==> config.mk <==
export PLATFORM = sky130hd
export DESIGN_NAME = alu_muldiv
export DESIGN_NICKNAME = d
export VERILOG_FILES = /design/src/rtl/alu_muldiv.sv
export SDC_FILE = /design/constraint.sdc
export NUM_CORES = 1
export LEC_CHECK = 0
export BUFFER_PORTS_ARGS = -buffer_cell sky130_fd_sc_hd__buf_2
export CAP_MARGIN = 20
export CORE_ASPECT_RATIO = 1.4
export CORE_MARGIN = 5
export CORE_UTILIZATION = 65
export DETAILED_ROUTE_END_ITERATION = 8
export HOLD_SLACK_MARGIN = 0.1
export PLACE_DENSITY = 0.95
export SYNTH_ARGS = -nofsm -noshare
export SYNTH_HDL_FRONTEND = slang
export SYNTH_SLANG_ARGS = --single-unit
export TNS_END_PERCENT = 10
==> constraint.sdc <==
create_clock -name clk_i -period 7.6 [get_ports clk_i]
set_input_delay 1.14 -clock clk_i [delete_from_list [all_inputs] [get_ports clk_i]]
set_output_delay 1.14 -clock clk_i [all_outputs]
set_load 0.005 [all_outputs]
==> src/rtl/alu_muldiv.sv <==
// Iterative multiply/divide unit beside the EX-stage ALU.
// Shift-add multiplier, restoring divider, and the HI/LO pair.
module alu_muldiv #(
  parameter int WIDTH = 32,
  parameter int CNTW  = $clog2(WIDTH) + 1
) (
  input  logic             clk_i,
  input  logic             rst_n_i,
  input  logic             start_i,
  input  logic [2:0]       op_i,
  input  logic [WIDTH-1:0] src0_i,
  input  logic [WIDTH-1:0] src1_i,
  input  logic             cancel_i,
  output logic             ready_o,
  output logic             busy_o,
  output logic             done_o,
  output logic             dbz_o,
  output logic [WIDTH-1:0] hi_o,
  output logic [WIDTH-1:0] lo_o
);

  typedef enum logic [1:0] {IDLE, CALC, FIX} state_t;

  state_t state, state_nxt;

  logic [WIDTH-1:0] acc_hi;
  logic [WIDTH-1:0] acc_lo;
  logic [WIDTH-1:0] opnd;
  logic [CNTW-1:0]  cnt;
  logic             is_div;
  logic             neg_res;
  logic             neg_rem;
  logic             dbz;

  logic op_mul, op_div, op_sgn;
  logic op_mthi, op_mtlo;
  logic accept, go, finish;

  assign op_mul  = (op_i == 3'd0) | (op_i == 3'd1);
  assign op_div  = (op_i == 3'd2) | (op_i == 3'd3);
  assign op_sgn  = (op_i == 3'd0) | (op_i == 3'd2);
  assign op_mthi = (op_i == 3'd4);
  assign op_mtlo = (op_i == 3'd5);

  assign accept = (state == IDLE) & start_i & ~cancel_i;
  assign go     = accept & (op_mul | op_div);
  assign finish = (state == FIX) & ~cancel_i;

  assign ready_o = (state == IDLE);
  assign busy_o  = ~ready_o;

  logic [WIDTH-1:0] abs0, abs1;

  assign abs0 = (op_sgn & src0_i[WIDTH-1]) ? -src0_i : src0_i;
  assign abs1 = (op_sgn & src1_i[WIDTH-1]) ? -src1_i : src1_i;

  logic [WIDTH:0]   mul_sum;
  logic [WIDTH:0]   div_sh;
  logic             div_ge;
  logic [WIDTH-1:0] rem_sub;

  assign mul_sum = {1'b0, acc_hi}
                 + (acc_lo[0] ? {1'b0, opnd} : '0);
  // 33-bit compare; the kept difference always fits in WIDTH bits
  assign div_sh  = {acc_hi, acc_lo[WIDTH-1]};
  assign div_ge  = (div_sh >= {1'b0, opnd});
  assign rem_sub = div_sh[WIDTH-1:0] - opnd;

  logic [2*WIDTH-1:0] prod, prod_fix;
  logic [WIDTH-1:0]   quo_fix, rem_fix;

  assign prod     = {acc_hi, acc_lo};
  assign prod_fix = neg_res ? -prod : prod;
  assign quo_fix  = dbz ? '1 : (neg_res ? -acc_lo : acc_lo);
  assign rem_fix  = neg_rem ? -acc_hi : acc_hi;

  always_ff @(posedge clk_i or negedge rst_n_i) begin
    if (!rst_n_i) state <= IDLE;
    else          state <= state_nxt;
  end

  always_comb begin
    state_nxt = state;
    unique case (state)
      IDLE: if (go) state_nxt = CALC;
      CALC: begin
        if (cancel_i)
          state_nxt = IDLE;
        else if (cnt == CNTW'(1))
          state_nxt = FIX;
      end
      FIX:     state_nxt = IDLE;
      default: state_nxt = IDLE;
    endcase
  end

  always_ff @(posedge clk_i or negedge rst_n_i) begin
    if (!rst_n_i) begin
      acc_hi  <= '0;
      acc_lo  <= '0;
      opnd    <= '0;
      cnt     <= '0;
      is_div  <= 1'b0;
      neg_res <= 1'b0;
      neg_rem <= 1'b0;
      dbz     <= 1'b0;
    end else if (go) begin
      acc_hi  <= '0;
      acc_lo  <= op_div ? abs0 : abs1;
      opnd    <= op_div ? abs1 : abs0;
      cnt     <= CNTW'(WIDTH);
      is_div  <= op_div;
      neg_res <= op_sgn & (src0_i[WIDTH-1] ^ src1_i[WIDTH-1]);
      neg_rem <= op_sgn & src0_i[WIDTH-1];
      dbz     <= op_div & (src1_i == '0);
    end else if (state == CALC) begin
      cnt <= cnt - CNTW'(1);
      if (is_div) begin
        acc_hi <= div_ge ? rem_sub : div_sh[WIDTH-1:0];
        acc_lo <= {acc_lo[WIDTH-2:0], div_ge};
      end else begin
        acc_hi <= mul_sum[WIDTH:1];
        acc_lo <= {mul_sum[0], acc_lo[WIDTH-1:1]};
      end
    end
  end

  always_ff @(posedge clk_i or negedge rst_n_i) begin
    if (!rst_n_i) begin
      hi_o   <= '0;
      lo_o   <= '0;
      done_o <= 1'b0;
      dbz_o  <= 1'b0;
    end else begin
      done_o <= finish;
      dbz_o  <= finish & dbz;
      if (accept & op_mthi) hi_o <= src0_i;
      if (accept & op_mtlo) lo_o <= src0_i;
      if (finish) begin
        hi_o <= is_div ? rem_fix : prod_fix[2*WIDTH-1:WIDTH];
        lo_o <= is_div ? quo_fix : prod_fix[WIDTH-1:0];
      end
    end
  end

endmodule
==> out/qor_table.md <==
| Stage | Item | This run |
| --- | --- | --- |
| power and ir drop | Power per standard cell area | 361.9 nW/µm² |
| synthesis | Warning count from the yosys run | 0 |
| die | Area of the die | 26510 µm² |
| finish | Fraction of final layout cells with drive strength greater than 1 | 0.1143 |
| drt | Via count | 16344 |
| finish | Post-route core utilization | 0.7188 |
| clocking | Count of clock tree sinks | 174 |
| synthesis | Synth Cell Area | 15150 µm² |
| place | I/O Buffers | 138 |
| global routing | Pin count of the biggest net entering global routing | 115 |
| drt | Met3 wire length | 5846 µm |
| timing | Relative slew slack | 0.2945 |
| clocking | Clock tree root buffer cell | clkbuf_16 |
| global routing | Vias in the first global route | 15714 |
| die | Placeable core region | 23120 µm² |
| synthesis | Post-Syn Nets | 2089 |
| clocking | Number of hold-repair buffers added at the cts stage | 0 |
| flow run | Count of maximum capacitance violations | 0 |
| timing | Tightest Pin Transition | 1.058 ns |
| global routing | Global-route wire length before repair | 87130 µm |
| clocking | Max Buffers Root-to-Sink | 2 |
| drt | DRC | 0 |
| worst setup path | CP arrival | 4.46 ns |
| drt | Post-route ant nets | 0 |
| synthesis | Most used DFF post-synth | dfrtp_1 |
| clocking | Clock latency reported for the late side of the worst-skew pair | 0.46 ns |
| synthesis | Number of synthesized flops with an enable pin | 0 |
| timing | Number of setup violations in the final report | 0 |
| clocking | H-tree level count | 4 |
| finish | Cell Count, Final, Fillers Out | 2319 |
| worst setup path | Setup CP Type | reg -> reg |
| drt | Detailed-route vias per instance | 7.048 |
| drt | Detailed-route wire length | 57100 µm |
| place | Placed wire-length estimate | 41810 µm |
| synthesis | Asr flop ratio synth | 1.000 |
| timing | Part of the cycle the worst path needs | 0.5407 |
| finish | Total area of sequential cells | 4355 µm² |
| synthesis | Number of standard cells after synthesis | 1946 |
| drt | Total iterations of the first detailed-routing run | 8 |
| clocking | Number of buffers created by CTS | 17 |
| drt | Wire length the detailed router placed on met1 | 18270 µm |
| global routing | Sum of overflow across all layers after global routing | 0 |
| drt | DR WL/cell | 24.62 µm |
| worst setup path | Largest fanout on the critical path | 31 |
| die | Count of standard-cell rows | 66 |
| die | Die span in y | 190.7 µm |
| clocking | Count of cells resized by post-cts repair | 0 |
| synthesis | Avg Inst Size Synth | 7.787 µm² |
| drt | Uppermost layer routed | met4 |
| timing | Pins over their slew limit | 0 |
| place | Number of placed instances, taps included | 2286 |
| synthesis | Number of distinct library cells after synthesis | 81 |
| place | Final RePlAce weighted congestion | 1.075 |
| timing | Unrepaired setup endpoints after global routing | false |
| timing | Minimum period implied by the final worst setup slack | 4.110 ns |
| global routing | Number of antenna violations at the first check in global routing | 1 |
| finish | Multi-input logic area | 10100 µm² |
| timing | Highest Clock Rate | 0.2433 GHz |
| die | Floorplan die width | 139.0 µm |
| clocking | Clock edge transition at the registers on the reported setup and hold paths | 0.07 ns |
| die | Starting density of the core | 0.6554 |
| finish | Area Growth Syn to Fin | 9.685% |
| synthesis | Count of state elements after synthesis | 174 |
| power and ir drop | Leak Pwr | 7.226 nW |
| drt | Met2 wire len | 26160 µm |
| clocking | Number of setup buffers added after CTS | 0 |
| synthesis | Proportion of synthesized chip area in sequential cells | 0.2873 |
| status | Result of the run | finished clean |
| worst setup path | Startpoint class of the critical path | flop |
| global routing | GRT Resource Usage Total | 0.4204 |
| finish | Filler Cell Count | 1742 |
| clocking | CTS tree | done |
| worst setup path | Critical path endpoint category | flop |
| die | Number of primary I/O pins | 139 |
| timing | Worst clock skew | 0.01389 ns |
| finish | Final layout net count | 2142 |
| worst setup path | Req. time, crit path | 7.95 ns |
| power and ir drop | Worst ir drop on vdd | 0.0002518 V |
| timing | Final Hold Vio Count | 0 |
| min path | Tightest Hold Check Type | reg -> reg |
| drt | DRC marker count from the first detailed-route iteration | 2124 |
| timing | Sum of negative setup slack | 0 ns |
-- metrics by stage --
stage	instance area [µm²]	hold slack [ns]	setup slack (ns)	total power [mW]
detailed placement	15990	0.4793	3.569	4.898
CTS	16620	0.4957	3.659	5.867
floorplan	15150	0.4498	4.146	3.845
global placement	15940	0.4665	3.753	4.810
global route	16620	0.5178	3.339	6.323
finish	16620	0.5005	3.490	6.015
-- layout by cell type (no fill, tap or decap), types with 70 or more instances in the layout --
cell	Yosys	layout
nor2_1	170	168
buf_2	4	137
xor2_1	91	91
nand2_1	255	255
dfrtp_1	174	173
o21ai_0	189	189
mux2i_1	73	73
xnor2_1	79	79
a21oi_1	159	158
ha_1	70	70
-- worst max-delay path, cell delays in order (launching register included) --
cell	delay (ns)
dfrtp_1	0.48
inv_1	0.09
buf_4	0.35
nor2_1	0.11
ha_1	0.39
nand3_1	0.12
or3_1	0.40
o311a_1	0.38
o21ai_0	0.82
a21oi_1	0.28
nor4_1	0.29
a21oi_1	0.07
a22o_1	0.18
-- worst paths after layout --
path | startpoint | cells after the start | slack, ns | endpoint
setup reg to reg | acc_lo[0]$_DFFE_PN0P_ | 12 | 3.49 | acc_hi[26]$_DFFE_PN0P_
min in group asynchronous | rst_n_i | 1 | 0.72 | lo_o[7]$_DFFE_PN0P_
setup / recovery | acc_lo[0]$_DFFE_PN0P_ | 12 | 3.49 | acc_hi[26]$_DFFE_PN0P_
hold / removal | opnd[20]$_DFFE_PN0P_ | 2 | 0.50 | opnd[20]$_DFFE_PN0P_
max in group asynchronous | rst_n_i | 2 | 5.47 | is_div$_DFFE_PN0P_
hold reg to reg | opnd[20]$_DFFE_PN0P_ | 2 | 0.50 | opnd[20]$_DFFE_PN0P_
-- logic make-up (layout without fill, tap and decap cells) --
| family | after synthesis | count (layout) | synth area share |
|---|---|---|---|
| AOI/OAI and AO/OA | 615 | 615 | 0.2573 |
| xor gates and xnor gates | 170 | 170 | 0.09826 |
| DFF | 174 | 174 | 0.2873 |
| other | 0 | 1 | 0 |
| muxes | 81 | 81 | 0.05417 |
| adders and majority gates | 72 | 72 | 0.06044 |
| buffers and inverters | 194 | 260 | 0.04863 |
| and+or+nand+nor | 640 | 640 | 0.1939 |
-- synthesized netlist by cell type (10+ instances only) --
cell type | instances | area [µm²]
xor2_1 | 91 | 797.0
clkbuf_1 | 110 | 412.9
xnor2_1 | 79 | 691.9
and2_1 | 12 | 75.07
buf_1 | 12 | 45.04
nor4_1 | 26 | 162.7
nand3b_1 | 10 | 75.07
nand2_1 | 255 | 957.2
inv_1 | 66 | 247.7
a21o_1 | 31 | 232.7
o211ai_1 | 44 | 330.3
a31oi_1 | 13 | 81.33
mux2i_1 | 73 | 730.7
a211oi_1 | 17 | 127.6
ha_1 | 70 | 875.8
o21ai_0 | 189 | 945.9
nor2b_1 | 20 | 125.1
a32oi_1 | 33 | 289.0
o41ai_1 | 11 | 96.34
nand3_1 | 43 | 215.2
dfrtp_1 | 174 | 4354
nand4_1 | 12 | 75.07
a22oi_1 | 15 | 112.6
nor2_1 | 170 | 638.1
a21oi_1 | 159 | 795.8
nand2b_1 | 12 | 75.07
nor3_1 | 34 | 170.2
o31ai_1 | 21 | 157.7
-- power by group --
group / internal (mW) / total [mW] / switching [mW]
Combinational: 1.28 / 3.34 / 2.06
Clock: 0.563 / 0.971 / 0.408
Sequential: 1.21 / 1.70 / 0.489
Total: 3.06 / 6.01 / 2.95
-- registers in the layout, indices dropped and copies added (netlist names), 2 cells and up --
name,count
acc_lo,32
opnd,32
lo_o,32
acc_hi,32
hi_o,32
state,2
cnt,6
-- layer usage --
metal | vias up | GRT usage
li1 | 7139 | -
met1 | 7497 | 0.4503
met2 | 1252 | 0.6878
met3 | 456 | 0.09358
met4 | 0 | 0.3870
met5 | - | 0
-- area by class of cell --
class	count	share of cell area
sequential	174	0.2620
clock inverter	12	0.01114
clock buffer	20	0.02687
timing repair buffer	161	0.05397
multi-input combinational	1578	0.6077
inverter	67	0.01513
antenna	1	0.0001506
tap	306	0.02304
No activity file was read; power rests on OpenSTA's default activity.
